### src/rtl/bitwise_pkg.sv
// Shared types for the bitwise operations unit and its result collector.
// Contents:
//   BITWISE_WIDTH    default operand/result vector width
//   bitwise_result_t packed result word {and_red, or_red, or_v, and_v},
//                    with and_v in the low bits
//   pack_result      builds a bitwise_result_t from the four unit outputs
package bitwise_pkg;

    localparam int unsigned BITWISE_WIDTH = 3;

    typedef struct packed {
        logic                     and_red;
        logic                     or_red;
        logic [BITWISE_WIDTH-1:0] or_v;
        logic [BITWISE_WIDTH-1:0] and_v;
    } bitwise_result_t;

    function automatic bitwise_result_t pack_result(
        input logic [BITWISE_WIDTH-1:0] and_v,
        input logic [BITWISE_WIDTH-1:0] or_v,
        input logic                     or_red,
        input logic                     and_red
    );
        bitwise_result_t r;
        r.and_red = and_red;
        r.or_red  = or_red;
        r.or_v    = or_v;
        r.and_v   = and_v;
        return r;
    endfunction

endpackage

### src/rtl/bitwise_result_collector_if.sv
// Result handshake bus between the bitwise unit, the collector and its consumer.
// Signals:
//   in_valid / in_ready                           upstream handshake
//   in_and, in_or, in_or_red, in_and_red          upstream result fields
//   out_valid / out_ready                         downstream handshake
//   out_data                                      packed result word (2*WIDTH+2)
// Modports:
//   slave  : collector view (consumes in_*, produces out_*)
//   master : producer/consumer view (drives in_* and out_ready)
interface bitwise_result_collector_if
    import bitwise_pkg::*;
#(
    parameter int unsigned WIDTH = BITWISE_WIDTH
);
    logic               in_valid;
    logic               in_ready;
    logic [WIDTH-1:0]   in_and;
    logic [WIDTH-1:0]   in_or;
    logic               in_or_red;
    logic               in_and_red;
    logic               out_valid;
    logic               out_ready;
    logic [2*WIDTH+1:0] out_data;

    modport slave (
        input  in_valid, in_and, in_or, in_or_red, in_and_red, out_ready,
        output in_ready, out_valid, out_data
    );

    modport master (
        output in_valid, in_and, in_or, in_or_red, in_and_red, out_ready,
        input  in_ready, out_valid, out_data
    );
endinterface

### src/rtl/bitwise_fifo.sv
// Generic synchronous first-word-fall-through FIFO.
// Ports:
//   clk, rst   clock, asynchronous active-high reset (pointers only)
//   push_i     write wdata_i (ignored when full)
//   pop_i      drop oldest entry (ignored when empty)
//   wdata_i    write data
//   rdata_o    oldest entry, valid while !empty_o
//   level_o    occupancy 0..DEPTH
//   full_o     level_o == DEPTH
//   empty_o    level_o == 0
module bitwise_fifo #(
    parameter int unsigned DW    = 8,
    parameter int unsigned DEPTH = 4
) (
    input  logic                       clk,
    input  logic                       rst,
    input  logic                       push_i,
    input  logic                       pop_i,
    input  logic [DW-1:0]              wdata_i,
    output logic [DW-1:0]              rdata_o,
    output logic [$clog2(DEPTH):0]     level_o,
    output logic                       full_o,
    output logic                       empty_o
);
    localparam int unsigned AW = $clog2(DEPTH);

    logic [DW-1:0] mem_q [DEPTH];
    logic [AW:0]   wr_ptr_q, wr_ptr_d;
    logic [AW:0]   rd_ptr_q, rd_ptr_d;
    logic          push_ok, pop_ok;

    // Full/empty from pointer compare: same index, wrap bits differ => full.
    assign empty_o = (wr_ptr_q == rd_ptr_q);
    assign full_o  = (wr_ptr_q[AW] != rd_ptr_q[AW]) &&
                     (wr_ptr_q[AW-1:0] == rd_ptr_q[AW-1:0]);
    assign level_o = wr_ptr_q - rd_ptr_q;
    assign rdata_o = mem_q[rd_ptr_q[AW-1:0]];

    assign push_ok = push_i && !full_o;
    assign pop_ok  = pop_i && !empty_o;

    // Pointer advance; the AW+1 bit counter wraps the index DEPTH-1 -> 0.
    always_comb begin
        wr_ptr_d = wr_ptr_q;
        rd_ptr_d = rd_ptr_q;
        if (push_ok) wr_ptr_d = wr_ptr_q + (AW+1)'(1);
        if (pop_ok)  rd_ptr_d = rd_ptr_q + (AW+1)'(1);
    end

    always_ff @(posedge clk or posedge rst) begin
        if (rst) begin
            wr_ptr_q <= '0;
            rd_ptr_q <= '0;
        end else begin
            wr_ptr_q <= wr_ptr_d;
            rd_ptr_q <= rd_ptr_d;
        end
    end

    // Storage is not reset; entries are only read once written.
    always_ff @(posedge clk) begin
        if (push_ok) mem_q[wr_ptr_q[AW-1:0]] <= wdata_i;
    end
endmodule

### src/rtl/bitwise_result_collector.sv
// Collects bitwise-unit results into a FIFO and keeps saturating statistics.
// Ports:
//   clk, rst   clock, asynchronous active-high reset
//   bus        bitwise_result_collector_if.slave handshake bus
//   stat_clr   synchronous clear of ones_cnt/zero_cnt (wins over increment)
//   level      FIFO occupancy
//   ones_cnt   accepted results with in_and_red=1 (saturating)
//   zero_cnt   accepted results with in_or_red=0 (saturating)
//   err        sticky consistency error
// Optional: define BITWISE_COLLECT_CHECK_EN to enable the consistency checker;
// otherwise err is tied low.
module bitwise_result_collector
    import bitwise_pkg::*;
#(
    parameter int unsigned WIDTH = BITWISE_WIDTH,
    parameter int unsigned DEPTH = 4,
    parameter int unsigned CNT_W = 8
) (
    input  logic                        clk,
    input  logic                        rst,
    bitwise_result_collector_if.slave   bus,
    input  logic                        stat_clr,
    output logic [$clog2(DEPTH):0]      level,
    output logic [CNT_W-1:0]            ones_cnt,
    output logic [CNT_W-1:0]            zero_cnt,
    output logic                        err
);
    localparam int unsigned DW = 2*WIDTH + 2;
    localparam logic [CNT_W-1:0] CNT_MAX = '1;

    logic             push, pop, full, empty;
    logic [DW-1:0]    wdata;
    logic [CNT_W-1:0] ones_cnt_q, ones_cnt_d;
    logic [CNT_W-1:0] zero_cnt_q, zero_cnt_d;

    // Ready/valid depend only on registered pointers, never on out_ready.
    assign bus.in_ready  = !full;
    assign bus.out_valid = !empty;
    assign push = bus.in_valid && !full;
    assign pop  = bus.out_ready && !empty;

    // Same layout as bitwise_result_t, written generically in WIDTH.
    assign wdata = {bus.in_and_red, bus.in_or_red, bus.in_or, bus.in_and};

    bitwise_fifo #(
        .DW    (DW),
        .DEPTH (DEPTH)
    ) u_fifo (
        .clk     (clk),
        .rst     (rst),
        .push_i  (push),
        .pop_i   (pop),
        .wdata_i (wdata),
        .rdata_o (bus.out_data),
        .level_o (level),
        .full_o  (full),
        .empty_o (empty)
    );

    // Saturating statistics; clear has priority over an accepted push.
    always_comb begin
        ones_cnt_d = ones_cnt_q;
        zero_cnt_d = zero_cnt_q;
        if (stat_clr) begin
            ones_cnt_d = '0;
            zero_cnt_d = '0;
        end else if (push) begin
            if (bus.in_and_red && (ones_cnt_q != CNT_MAX))
                ones_cnt_d = ones_cnt_q + CNT_W'(1);
            if (!bus.in_or_red && (zero_cnt_q != CNT_MAX))
                zero_cnt_d = zero_cnt_q + CNT_W'(1);
        end
    end

    always_ff @(posedge clk or posedge rst) begin
        if (rst) begin
            ones_cnt_q <= '0;
            zero_cnt_q <= '0;
        end else begin
            ones_cnt_q <= ones_cnt_d;
            zero_cnt_q <= zero_cnt_d;
        end
    end

    assign ones_cnt = ones_cnt_q;
    assign zero_cnt = zero_cnt_q;

`ifdef BITWISE_COLLECT_CHECK_EN
    logic err_q, err_d, bad;

    // AND result must be a subset of OR, and and_red must match &in_and.
    always_comb begin
        bad   = ((bus.in_and & ~bus.in_or) != '0) ||
                (bus.in_and_red != (&bus.in_and));
        err_d = err_q || (push && bad);
    end

    always_ff @(posedge clk or posedge rst) begin
        if (rst) err_q <= 1'b0;
        else     err_q <= err_d;
    end

    assign err = err_q;
`else
    assign err = 1'b0;
`endif
endmodule

### src/flat_wrapper.sv
// flat-port wrapper written by rule: the top's interface ports become plain ports
module bitwise_result_collector_flat import bitwise_pkg::*;
#(
    parameter int unsigned WIDTH = BITWISE_WIDTH,
    parameter int unsigned DEPTH = 4,
    parameter int unsigned CNT_W = 8
)
  (clk, rst, stat_clr, level, ones_cnt, zero_cnt, err, bus_in_valid, bus_in_and, bus_in_or, bus_in_or_red, bus_in_and_red, bus_out_ready, bus_in_ready, bus_out_valid, bus_out_data);
  bitwise_result_collector_if #(.WIDTH(WIDTH)) bus_i ();
  input  logic clk;
  input  logic rst;
  input  logic stat_clr;
  output logic [$clog2(DEPTH):0] level;
  output logic [CNT_W-1:0] ones_cnt;
  output logic [CNT_W-1:0] zero_cnt;
  output logic err;
  input wire logic [$bits(bus_i.in_valid)-1:0] bus_in_valid;
  input wire logic [$bits(bus_i.in_and)-1:0] bus_in_and;
  input wire logic [$bits(bus_i.in_or)-1:0] bus_in_or;
  input wire logic [$bits(bus_i.in_or_red)-1:0] bus_in_or_red;
  input wire logic [$bits(bus_i.in_and_red)-1:0] bus_in_and_red;
  input wire logic [$bits(bus_i.out_ready)-1:0] bus_out_ready;
  output wire logic [$bits(bus_i.in_ready)-1:0] bus_in_ready;
  output wire logic [$bits(bus_i.out_valid)-1:0] bus_out_valid;
  output wire logic [$bits(bus_i.out_data)-1:0] bus_out_data;
  assign bus_i.in_valid = bus_in_valid;
  assign bus_i.in_and = bus_in_and;
  assign bus_i.in_or = bus_in_or;
  assign bus_i.in_or_red = bus_in_or_red;
  assign bus_i.in_and_red = bus_in_and_red;
  assign bus_i.out_ready = bus_out_ready;
  assign bus_in_ready = bus_i.in_ready;
  assign bus_out_valid = bus_i.out_valid;
  assign bus_out_data = bus_i.out_data;
  bitwise_result_collector #(.WIDTH(WIDTH), .DEPTH(DEPTH), .CNT_W(CNT_W)) u_core (.clk(clk), .rst(rst), .bus(bus_i), .stat_clr(stat_clr), .level(level), .ones_cnt(ones_cnt), .zero_cnt(zero_cnt), .err(err));
endmodule
### config.mk
export PLATFORM = sky130hd
export DESIGN_NAME = bitwise_result_collector_flat
export DESIGN_NICKNAME = d
export VERILOG_FILES = /design/src/rtl/bitwise_pkg.sv /design/src/rtl/bitwise_result_collector_if.sv /design/src/rtl/bitwise_fifo.sv /design/src/rtl/bitwise_result_collector.sv /design/src/flat_wrapper.sv
export SDC_FILE = /design/constraint.sdc
export NUM_CORES = 1
export LEC_CHECK = 0
export CAP_MARGIN = 20
export CORE_UTILIZATION = 55
export CTS_BUF_LIST = sky130_fd_sc_hd__clkbuf_8
export DETAILED_ROUTE_END_ITERATION = 16
export PLACE_DENSITY = 0.87
export SYNTH_ARGS = -nofsm -noshare
export SYNTH_HDL_FRONTEND = slang
export SYNTH_SLANG_ARGS = --single-unit
### constraint.sdc
create_clock -name clk -period 6.4 [get_ports clk]
set_input_delay 0.96 -clock clk [delete_from_list [all_inputs] [get_ports clk]]
set_output_delay 0.96 -clock clk [all_outputs]
set_load 0.005 [all_outputs]
# Word-level counts from Yosys, hierarchy flattened
# Memory sizes are Yosys's and may differ from the RTL's.
# Index checks and enable logic that the tools add are counted.
[totals]
register_bits = 22
ramBits = 32
out_inout_bits = 30
wordCells = 38
memories = 1
[op_classes]
n_addsub = 5
n_eq_ne = 5
n_mux = 8
n_reduce_logical = 15
[mem_list]
columns = ["memory", "depth", "width", "read_ports", "rd_clocked_by_memory_dff", "write_ports", "line_no", "source"]
rows = [
  ["u_core.u_fifo.mem_q", 4, 8, 1, 0, 1, "bitwise_fifo.sv:27", "logic [DW-1:0] mem_q [DEPTH];"],
]
[ops]
columns = ["op", "n"]
rows = [
  ["$mux 8", 6],
  ["$add 8x1->8 const B", 2],
  ["$ne 8x8->1 const B", 2],
  ["$logic_and 1x1->1", 7],
  ["$add 3x1->3 const B", 2],
  ["$reduce_bool 2->1", 3],
  ["$reduce_and 2->1", 2],
  ["$eq 3x3->1", 1],
  ["$logic_not 1->1", 3],
  ["$sub 3x3->3", 1],
  ["$eq 2x2->1", 1],
  ["$mux 1", 2],
  ["$ne 1x1->1", 1],
]

# Logic depth before layout (Yosys ltp)
# Gate-level depths: netlist of run 1.
[depth]
ltp_word = 7
depth_mapped = 9

# By module
# Synthesis of run 1 repeated with hierarchy kept, for this count alone.
[hier_totals]
hier_cells = 179
area_unflattened_um2 = 2524.9
[modules_own_cells]
columns = ["module", "n_inst", "cells_per_inst", "area_per_inst_um2"]
rows = [
  ["bitwise_fifo", 1, 88, 1615.3],
  ["bitwise_result_collector", 1, 91, 909.6],
]

# Worst setup path before layout of run 1
# OpenSTA, ideal clock, no wires.
[synth_timing]
kind = "register to output"
startpoint = "reg u_core.u_fifo.rd_ptr_q[1]"
endpoint = "out bus_in_ready"
arrival_ns = 1.406
required_time_ns = 5.440
slack_ns = 4.034
stages_incl_launch_ff = 6
path_cell_list = "dfrtp_1 > clkbuf_1 > inv_1 > ha_1 > nand2_1 > or2_2"
[synth_via]
elab_chain_len = 3
[synth_lines]
columns = ["item", "line_no", "source"]
rows = [
  ["start: declaration", "bitwise_fifo.sv:29", "logic [AW:0] rd_ptr_q, rd_ptr_d;"],
  ["start signal: assignment", "bitwise_fifo.sv:56", "rd_ptr_q <= rd_ptr_d;"],
  ["$eq 2x2->1", "bitwise_fifo.sv:35", "(wr_ptr_q[AW-1:0] == rd_ptr_q[AW-1:0]);"],
  ["$logic_and 1x1->1", "bitwise_fifo.sv:34", "assign full_o = (wr_ptr_q[AW] != rd_ptr_q[AW]) &&"],
  ["$logic_not 1->1", "bitwise_result_collector.sv:37", "assign bus.in_ready = !full;"],
  ["end: declaration", "flat_wrapper.sv:23", "output wire logic [$bits(bus_i.in_ready)-1:0] bus_in_ready;"],
]
# Every way passes these cells.

# Final worst setup path of run 1
[layout_timing]
startpoint = "reg u_core.u_fifo.rd_ptr_q[0]"
endpoint = "out level[2]"
[layout_via]
elab_chain_len = 1
[layout_lines]
columns = ["item", "line_no", "source"]
rows = [
  ["$sub 3x3->3", "bitwise_fifo.sv:36", "assign level_o = wr_ptr_q - rd_ptr_q;"],
  ["end: declaration", "flat_wrapper.sv:13", "output logic [$clog2(DEPTH):0] level;"],
]
# Every way passes these cells.

==> results.json, run 1 <==
{
  "outcome": "finished, final reports clean",
  "syn_area_per_cell_um2": 13.9,
  "grt_usage_pct": 19.7,
  "finalSetupViolCount": 0,
  "post-route-period-util_pct": 50.9,
  "drtIter0Drc": 86,
  "clk_path_buf_depth": 2,
  "seq_power_share_pct": 45.1,
  "h-tree-depth": 2,
  "port_buffers": 41,
  "p_clk_share_pct": 15.6,
  "p_per_area_mw_per_mm2": 373,
  "layout.cells.non_filler": 272,
  "antenna_left": 0,
  "yosys-top-cells-area": "edfxtp_1, dfrtp_1, mux4_2",
  "cts_made_buffers": 5,
  "crit_family": "adder cells",
  "yosysWarnings": 0,
  "clk-insertion-delay-late_ns": 0.29,
  "crit_buf_inv": 1,
  "yosysSeqAreaShare_pct": 60.4,
  "path_clk_slew_ns": 0.09,
  "holdBufCountCts": 0,
  "cp_max_fo": 11,
  "syn2layout_area_growth_pct": 20.3,
  "worstPathArrival_ns": 2.29,
  "final_cell_mix": "clkdlybuf4s50_1, edfxtp_1, dfrtp_1, a21oi_1",
  "yosysUniqueCellTypes": 36,
  "gp_congestion": 0.772,
  "die_x_um": 69.5,
  "synth_top_cell_by_area": "edfxtp_1",
  "worstSetupStartpointType": "flip-flop",
  "cts-root-buf": "clkbuf_8",
  "end_kind": "output port",
  "cts.sinks": 54,
  "cts_resized": 0,
  "grt_max_degree": 28,
  "vias": 1586,
  "rsz0062_at_grt": "false",
  "wl_um": 4490,
  "dr.pass1.iters": 4,
  "cts_tree": "yes",
  "tns_ns": 0,
  "rows": 24,
  "cp_cell_sequence": "ha_1 -> fa_1 -> xnor2_1 -> clkdlybuf4s50_1",
  "max_stage_delay_ns": 0.62,
  "p_int_mw": 0.778,
  "avgViaCountPerCell": 5.83,
  "syn_area_mm2": 0.00250,
  "p_switching_mw": 0.345,
  "die_area_mm2": 0.00483,
  "final_common_cell": "clkdlybuf4s50_1",
  "grt_pass1_wl_um": 7420,
  "synth_top_area_share_pct": 38.4,
  "initial_utilization_pct": 57.5,
  "grt_pass1_vias": 1579,
  "drcViolationCount": 0,
  "grt_overflow": 0,
  "crit_type": "reg2out",
  "skew_ns": 0.00658,
  "slew_viol_final": 0,
  "dp_slack_ns": 3.43,
  "crit_required_ns": 5.44,
  "antenna_found_initial": 0,
  "p_total_mw": 1.12,
  "finalHoldViolations": 0,
  "nFillCells": 319,
  "synth_nets": 203,
  "peakVddDrop_mv": 0.152,
  "worst_hold_path_type": "reg2reg",
  "drv_cap": 0,
  "max_slew.worst_pin.slew_ns": 0.901,
  "die_y_um": 69.5,
  "fin_crit_ns": 3.25,
  "diodes": 0,
  "maxSlewHeadroom_pct": 40.0,
  "hpwl_um": 3100,
  "fin_nets": 242,
  "core_mm2": 0.00435,
  "cts_setup_buffers": 0,
  "cp_slowest_cell": "dfrtp_1",
  "comb_power_share_pct": 39.2,
  "post_drt_wl_per_cell_um": 16.5,
  "max_freq_mhz": 307,
  "synth_seq_cells": 54,
  "setup_ws_ns": 3.15,
  "leakage_nw": 1.12,
  "synth_cells": 180,
  "boundaryPins": 43,
  "drive_gt1_share_pct": 10.5,
  "swShare_pct": 30.7,
  "dp_cells": 264
}
-- registers in the layout (all words and copies together), names as in the netlist --
| name | count |
|---|---|
| u_core.u_fifo.wr_ptr_q | 3 |
| u_core.u_fifo.rd_ptr_q | 3 |
| u_core.ones_cnt | 8 |
| u_core.u_fifo.mem_q | 32 |
| u_core.zero_cnt | 8 |
-- worst paths after layout --
| check | startpoint | endpoint | slack, ns | cells past startpoint |
|---|---|---|---|---|
| setup / recovery | u_core.u_fifo.rd_ptr_q[0]$_DFFE_PP0P_ | level[2] | 3.15 | 4 |
| hold / removal | u_core.u_fifo.wr_ptr_q[2]$_DFFE_PP0N_ | u_core.u_fifo.wr_ptr_q[2]$_DFFE_PP0N_ | 0.53 | 1 |
| setup reg to reg | u_core.u_fifo.rd_ptr_q[1]$_DFFE_PP0P_ | u_core.ones_cnt[0]$_DFFE_PP0P_ | 3.92 | 6 |
| hold reg to reg | u_core.u_fifo.wr_ptr_q[2]$_DFFE_PP0N_ | u_core.u_fifo.wr_ptr_q[2]$_DFFE_PP0N_ | 0.53 | 1 |
| max in group asynchronous | rst | u_core.u_fifo.rd_ptr_q[0]$_DFFE_PP0P_ | 4.73 | 2 |
| min in group asynchronous | rst | u_core.ones_cnt[4]$_DFFE_PP0P_ | 1.14 | 2 |
-- power by group through the flow --
| stage | sequential, mW | clock [mW] | combinational (mW) |
|---|---|---|---|
| after floorplan | 0.478 | 0 | 0.276 |
| after global placement | 0.509 | 0 | 0.429 |
| after global routing | 0.518 | 0.193 | 0.482 |
| after CTS | 0.510 | 0.179 | 0.445 |
| after detailed placement | 0.517 | 0 | 0.444 |
| final | 0.507 | 0.176 | 0.440 |
-- through the flow --
step / area, um^2 / utilization, % / hold WS [ns]
after floorplan: 2500 / - / 0.492
after global placement: 2930 / 67.3 / 0.511
after detailed placement: 2930 / 67.3 / 0.513
after CTS: 3010 / 69.2 / 0.528
after global routing: 3010 / 69.2 / 0.554
final: 3010 / 69.2 / 0.526
-- kinds of logic (layout without fill, tap and decap cells) --
logic type | Yosys count | after routing | share of synthesized area [%]
buffers and inverters | 17 | 57 | 3.15
AOI/OAI and AO/OA | 28 | 28 | 7.00
DFF | 54 | 54 | 60.4
muxes | 13 | 13 | 9.40
other | 1 | 1 | 0.150
xor gates and xnor gates | 6 | 6 | 2.40
and+or+nand+nor | 51 | 51 | 12.2
adders and majority gates | 10 | 10 | 5.30
-- cell usage after synthesis --
cell and count:
inv_1 8, o31ai_1 10, mux2i_1 1, nor3_1 2, a21oi_1 12, nand4_1 3
or3_1 2, mux2_2 4, buf_4 1, and4_1 3, o21ai_0 3, buf_6 1
nor3b_1 1, clkbuf_1 4, edfxtp_1 32, xnor2_2 1, ha_1 9, mux4_2 8
and2_1 4, or4_1 10, and3_1 4, nand2_1 6, fa_1 1, nor2b_1 3
buf_2 3, or2_2 1, nand3_1 7, o21a_1 1, xnor2_1 4, xor2_1 1
nand2b_1 2, a31o_2 1, nor2_1 3, conb_1 1, dfrtp_1 22, o21ai_2 1
-- area by class of cell --
cell class                 instances  area (um^2)  share of cell area (%)
multi-input combinational        109          913                    30.3
sequential                        54         1510                    50.2
timing repair buffer              41          410                    13.6
inverter                           8         30.0                   0.997
clock inverter                     3         13.8                   0.457
clock buffer                       5         68.8                    2.28
tap                               52         65.1                    2.16
-- routing by layer --
| layer | wire length (um) | up-vias | GRT usage (%) |
|---|---|---|---|
| li1 | - | 763 | - |
| met1 | 2020 | 779 | 25.7 |
| met2 | 2260 | 44 | 34.5 |
| met3 | 203 | 0 | 3.20 |
| met4 | 0 | 0 | 4.76 |
| met5 | 0 | - | 0 |
No activity file was read; power rests on OpenSTA's default activity.
==> run 2, diff against run 1 <==
--- a/config.mk
+++ b/config.mk
@@ -6,10 +6,10 @@
 export NUM_CORES = 1
 export LEC_CHECK = 0
 export CAP_MARGIN = 20
-export CORE_UTILIZATION = 55
+export CORE_UTILIZATION = 54
 export CTS_BUF_LIST = sky130_fd_sc_hd__clkbuf_8
 export DETAILED_ROUTE_END_ITERATION = 16
-export PLACE_DENSITY = 0.87
+export PLACE_DENSITY = 0.86
 export SYNTH_ARGS = -nofsm -noshare
 export SYNTH_HDL_FRONTEND = slang
 export SYNTH_SLANG_ARGS = --single-unit
==> constraint.sdc (replaced) <==
create_clock -name clk -period 3.1 [get_ports clk]
set_input_delay 0.465 -clock clk [delete_from_list [all_inputs] [get_ports clk]]
set_output_delay 0.465 -clock clk [all_outputs]
set_load 0.005 [all_outputs]
==> results.json, run 2 (synthesis gave the netlist of run 1 again) <==
{
  "core_mm2": 0.00441,
  "boundaryPins": 43,
  "diodes": 0,
  "r2r_end": "u_core.ones_cnt[0]$_DFFE_PP0P_",
  "finalInstanceArea_mm2": 0.00307,
  "max_slew.worst_pin.slew_ns": 0.850,
  "skew_ns": 0.00321,
  "hold_depth": 1,
  "cp_slowest_cell": "dfrtp_1",
  "wl_um": 4480,
  "cts_resized": 0,
  "timing.rr.start": "u_core.u_fifo.rd_ptr_q[1]$_DFFE_PP0P_",
  "die_area_mm2": 0.00491,
  "slew_viol_final": 0,
  "cts.sinks": 54,
  "worstPathArrival_ns": 2.23,
  "grt_pass1_wl_um": 7650,
  "cts_setup_buffers": 0,
  "r2r_cells": 6,
  "grt_usage_pct": 20.6,
  "setup_ws_ns": 0.409,
  "nFillCells": 322,
  "post-route-period-util_pct": 86.8,
  "rsz0062_at_grt": "false",
  "h-tree-depth": 2,
  "port_buffers": 41,
  "antenna_found_initial": 0,
  "dp_slack_ns": 0.685,
  "die_x_um": 70.1,
  "drive_gt1_share_pct": 10.9,
  "finalHoldViolations": 0,
  "gp_congestion": 0.770,
  "holdBufCountCts": 0,
  "whs_endpoint": "u_core.u_fifo.wr_ptr_q[2]$_DFFE_PP0N_",
  "vias": 1593,
  "peakVddDrop_mv": 0.330,
  "drcViolationCount": 0,
  "crit_required_ns": 2.63,
  "timing.hold.ws_ns": 0.521,
  "outcome": "finished, final reports clean",
  "regArea_mm2": 0.00151,
  "antenna_left": 0,
  "cp_max_fo": 12,
  "worstSetupStartpointType": "flip-flop",
  "initial_utilization_pct": 56.7,
  "cts_made_buffers": 5,
  "crit_type": "reg2out",
  "drtIter0Drc": 82,
  "grt_overflow": 0,
  "fin_crit_ns": 2.69,
  "cp_cell_sequence": "inv_1 -> ha_1 -> nand2_1 -> or2_2 -> clkdlybuf4s50_1",
  "hold_start": "u_core.u_fifo.wr_ptr_q[2]$_DFFE_PP0N_",
  "end_kind": "output port",
  "syn2layout_area_growth_pct": 22.6,
  "r2r_slack_ns": 0.64,
  "finalSetupViolCount": 0,
  "rows": 24,
  "max_freq_mhz": 372,
  "post_drt_wl_per_cell_um": 16.4,
  "hpwl_um": 2920,
  "drv_cap": 0,
  "max_stage_delay_ns": 0.67,
  "tns_ns": 0,
  "cts-root-buf": "clkbuf_8",
  "clk-insertion-delay-late_ns": 0.30,
  "p_total_mw": 2.52,
  "grt_max_degree": 28,
  "placed_area_mm2": 0.00294,
  "avgViaCountPerCell": 5.84,
  "final_cell_mix": "clkdlybuf4s50_1, edfxtp_1, dfrtp_1, a21oi_1",
  "cts_tree": "yes",
  "largest_reg_flops": 32,
  "fin_nets": 243,
  "leakage_nw": 1.14,
  "p_per_area_mw_per_mm2": 820,
  "maxSlewHeadroom_pct": 43.3,
  "dr.pass1.iters": 4,
  "path_clk_slew_ns": 0.09,
  "final_common_cell": "clkdlybuf4s50_1",
  "clk_path_buf_depth": 2,
  "grt_pass1_vias": 1595,
  "die_y_um": 70.1,
  "multi_input_area_um2": 913,
  "worst_hold_path_type": "reg2reg"
}
[run 2: cell count changes in the layout (fill, tap and decap cells not counted)]
cell | before | now
buf_4 | 0 | 1
bufinv_16 | 0 | 2
clkinv_1 | 0 | 1
clkinv_2 | 2 | 0
inv_1 | 9 | 8
[run 2: power by group]
part | switching (mW) | leakage (nW) | internal [mW]
clock network | 0.215 | 0.0658 | 0.319
registers | 0.105 | 0.586 | 0.918
logic | 0.409 | 0.490 | 0.551
[run 2: critical path, delay by kind of cell, from the launching register on]
family,cells,cell delay [ns]
DFF,1,0.67
and+or+nand+nor,2,0.40
adders and majority gates,1,0.31
buffers and inverters,2,0.55
[run 2: metrics by stage]
stage,util [%],std cells
floorplan,-,180
global placement,66.6,265
detailed placement,66.6,265
CTS,69.6,273
global route,69.6,273
finish,69.6,273
[run 2: layer usage]
layer | global-route usage [%] | part of all wire, % | up-vias
li1 | - | - | 763
met1 | 26.9 | 43 | 780
met2 | 34.7 | 51 | 46
met3 | 5.05 | 4.6 | 4
met4 | 5.33 | 0.87 | 0
met5 | 0 | 0 | -
[run 2: cell type report]
cell class	count	share of cell area (%)
well taps	52	2.12
clock inverters	3	2.08
inverters	8	0.978
clock buffers	5	2.24
flip-flops and latches	54	49.2
multi-input cells	109	29.7
repair buffers	42	13.6
[run 2: worst max-delay path by stage]
stage               slack (ns)                             end  cells past startpoint                                  start
CTS                       0.38                    bus_in_ready                      5  u_core.u_fifo.rd_ptr_q[1]$_DFFE_PP0P_
global placement          0.71  u_core.ones_cnt[0]$_DFFE_PP0P_                      6  u_core.u_fifo.rd_ptr_q[1]$_DFFE_PP0P_
global route              0.26                    bus_in_ready                      5  u_core.u_fifo.rd_ptr_q[1]$_DFFE_PP0P_
floorplan                 0.93  u_core.ones_cnt[0]$_DFFE_PP0P_                      8  u_core.u_fifo.rd_ptr_q[1]$_DFFE_PP0P_
detailed placement        0.68  u_core.ones_cnt[0]$_DFFE_PP0P_                      6  u_core.u_fifo.rd_ptr_q[1]$_DFFE_PP0P_
finish                    0.41                    bus_in_ready                      5  u_core.u_fifo.rd_ptr_q[1]$_DFFE_PP0P_
==> run 3, diff against run 2 <==
--- a/config.mk
+++ b/config.mk
@@ -6,6 +6,7 @@
 export NUM_CORES = 1
 export LEC_CHECK = 0
 export CAP_MARGIN = 20
+export CORE_ASPECT_RATIO = 1.5
 export CORE_UTILIZATION = 54
 export CTS_BUF_LIST = sky130_fd_sc_hd__clkbuf_8
 export DETAILED_ROUTE_END_ITERATION = 16
==> results.json, run 3 (synthesis gave the netlist of run 1 again) <==
{
  "outcome": "finished with violations",
  "violations": "DRC",
  "h-tree-depth": 2,
  "leakage_nw": 1.12,
  "cts_setup_buffers": 0,
  "core_mm2": 0.00450,
  "r2r_end": "u_core.ones_cnt[5]$_DFFE_PP0P_",
  "hold_start": "u_core.u_fifo.rd_ptr_q[2]$_DFFE_PP0P_",
  "antenna_left": 0,
  "fin_crit_ns": 2.59,
  "die_y_um": 85.4,
  "port_buffers": 41,
  "r2r_cells": 5,
  "drtIter0Drc": 32,
  "end_kind": "output port",
  "post-route-period-util_pct": 83.6,
  "avgViaCountPerCell": 6.11,
  "vias": 1651,
  "clk_path_buf_depth": 2,
  "whs_endpoint": "u_core.u_fifo.rd_ptr_q[2]$_DFFE_PP0P_",
  "initial_utilization_pct": 55.6,
  "crit_family": "adder cells",
  "grt_max_degree": 28,
  "cts.sinks": 54,
  "tns_ns": 0,
  "rows": 30,
  "die_area_mm2": 0.00492,
  "final_common_cell": "clkdlybuf4s50_1",
  "drive_gt1_share_pct": 11.3,
  "maxSlewHeadroom_pct": 40.0,
  "syn2layout_area_growth_pct": 20.8,
  "grt_overflow": 0,
  "finalSetupViolCount": 0,
  "dr.pass1.iters": 10,
  "r2r_slack_ns": 0.80,
  "cts-root-buf": "clkbuf_8",
  "slew_viol_final": 0,
  "holdBufCountCts": 0,
  "cts_made_buffers": 5,
  "wl_um": 4600,
  "boundaryPins": 43,
  "max_stage_delay_ns": 0.51,
  "antenna_found_initial": 0,
  "drcViolationCount": 1,
  "hpwl_um": 3130,
  "clk-insertion-delay-late_ns": 0.30,
  "p_per_area_mw_per_mm2": 776,
  "grt_usage_pct": 20.6,
  "peakVddDrop_mv": 0.333,
  "max_slew.worst_pin.slew_ns": 0.900,
  "cts_tree": "yes",
  "layout.cells.non_filler": 270,
  "skew_ns": 0.00619,
  "crit_buf_inv": 1,
  "worst_hold_path_type": "reg2reg",
  "cp_cell_sequence": "ha_1 -> fa_1 -> xnor2_1 -> clkdlybuf4s50_1",
  "cp_max_fo": 7,
  "drv_cap": 0,
  "largest_reg_flops": 32,
  "final_cell_mix": "clkdlybuf4s50_1, edfxtp_1, dfrtp_1, a21oi_1",
  "nFillCells": 348,
  "timing.rr.start": "u_core.u_fifo.rd_ptr_q[0]$_DFFE_PP0P_",
  "dp_cells": 262,
  "grt_pass1_wl_um": 7560,
  "crit_type": "reg2out",
  "finalHoldViolations": 0,
  "grt_pass1_vias": 1652,
  "worstSetupStartpointType": "flip-flop",
  "die_x_um": 57.6,
  "path_clk_slew_ns": 0.09,
  "hold_depth": 1,
  "rsz0062_at_grt": "false",
  "diodes": 0,
  "cp_slowest_cell": "dfrtp_1",
  "cts_resized": 0,
  "crit_required_ns": 2.63,
  "max_freq_mhz": 386,
  "worstPathArrival_ns": 2.13,
  "post_drt_wl_per_cell_um": 17.0,
  "fin_nets": 244,
  "gp_congestion": 0.782
}
-- run 3: layout make-up --
cell class | count | area (um^2) | area share, %
Clock buffer | 5 | 68.8 | 2.27
Clock inverter | 3 | 16.3 | 0.538
Inverter | 8 | 30.0 | 0.993
Multi-Input combinational cell | 109 | 913 | 30.2
Sequential cell | 54 | 1510 | 50.0
Tap cell | 48 | 60.1 | 1.99
Timing Repair Buffer | 43 | 425 | 14.1
-- run 3: worst max-delay path by stage --
stage                                               start  depth (start not counted)  slack [ns]                             end
floorplan           u_core.u_fifo.rd_ptr_q[1]$_DFFE_PP0P_                          8        0.93  u_core.ones_cnt[0]$_DFFE_PP0P_
global placement    u_core.u_fifo.rd_ptr_q[0]$_DFFE_PP0P_                          4        0.85                        level[2]
detailed placement  u_core.u_fifo.rd_ptr_q[0]$_DFFE_PP0P_                          5        0.80  u_core.ones_cnt[0]$_DFFE_PP0P_
CTS                 u_core.u_fifo.rd_ptr_q[0]$_DFFE_PP0P_                          4        0.47                        level[2]
global route        u_core.u_fifo.rd_ptr_q[0]$_DFFE_PP0P_                          4        0.39                        level[2]
finish              u_core.u_fifo.rd_ptr_q[0]$_DFFE_PP0P_                          4        0.51                        level[2]
-- run 3: power by group --
group	switching, mW	leakage (nW)	internal [mW]
Combinational	0.418	0.495	0.553
Sequential	0.0819	0.586	0.918
Clock	0.222	0.0416	0.155
-- run 3: per-stage QoR --
step	worst slack, ns	hold WS [ns]	util, %	instance area (um^2)	power (mW)
finish	0.509	0.534	67.2	3030	2.35
global route	0.385	0.549	67.2	3030	2.50
CTS	0.472	0.537	67.2	3030	2.38
detailed placement	0.805	0.520	65.3	2940	2.00
global placement	0.850	0.515	65.3	2940	1.97
floorplan	0.934	0.454	-	2500	1.56
-- run 3: metal layers --
| layer | share of wire [%] | vias to the layer above | global-route usage [%] |
|---|---|---|---|
| met5 | 0 | - | 0 |
| met4 | 1.3 | 0 | 8.43 |
| met3 | 4.2 | 7 | 4.12 |
| met2 | 54 | 49 | 36.7 |
| met1 | 40 | 831 | 23.8 |
| li1 | - | 764 | - |
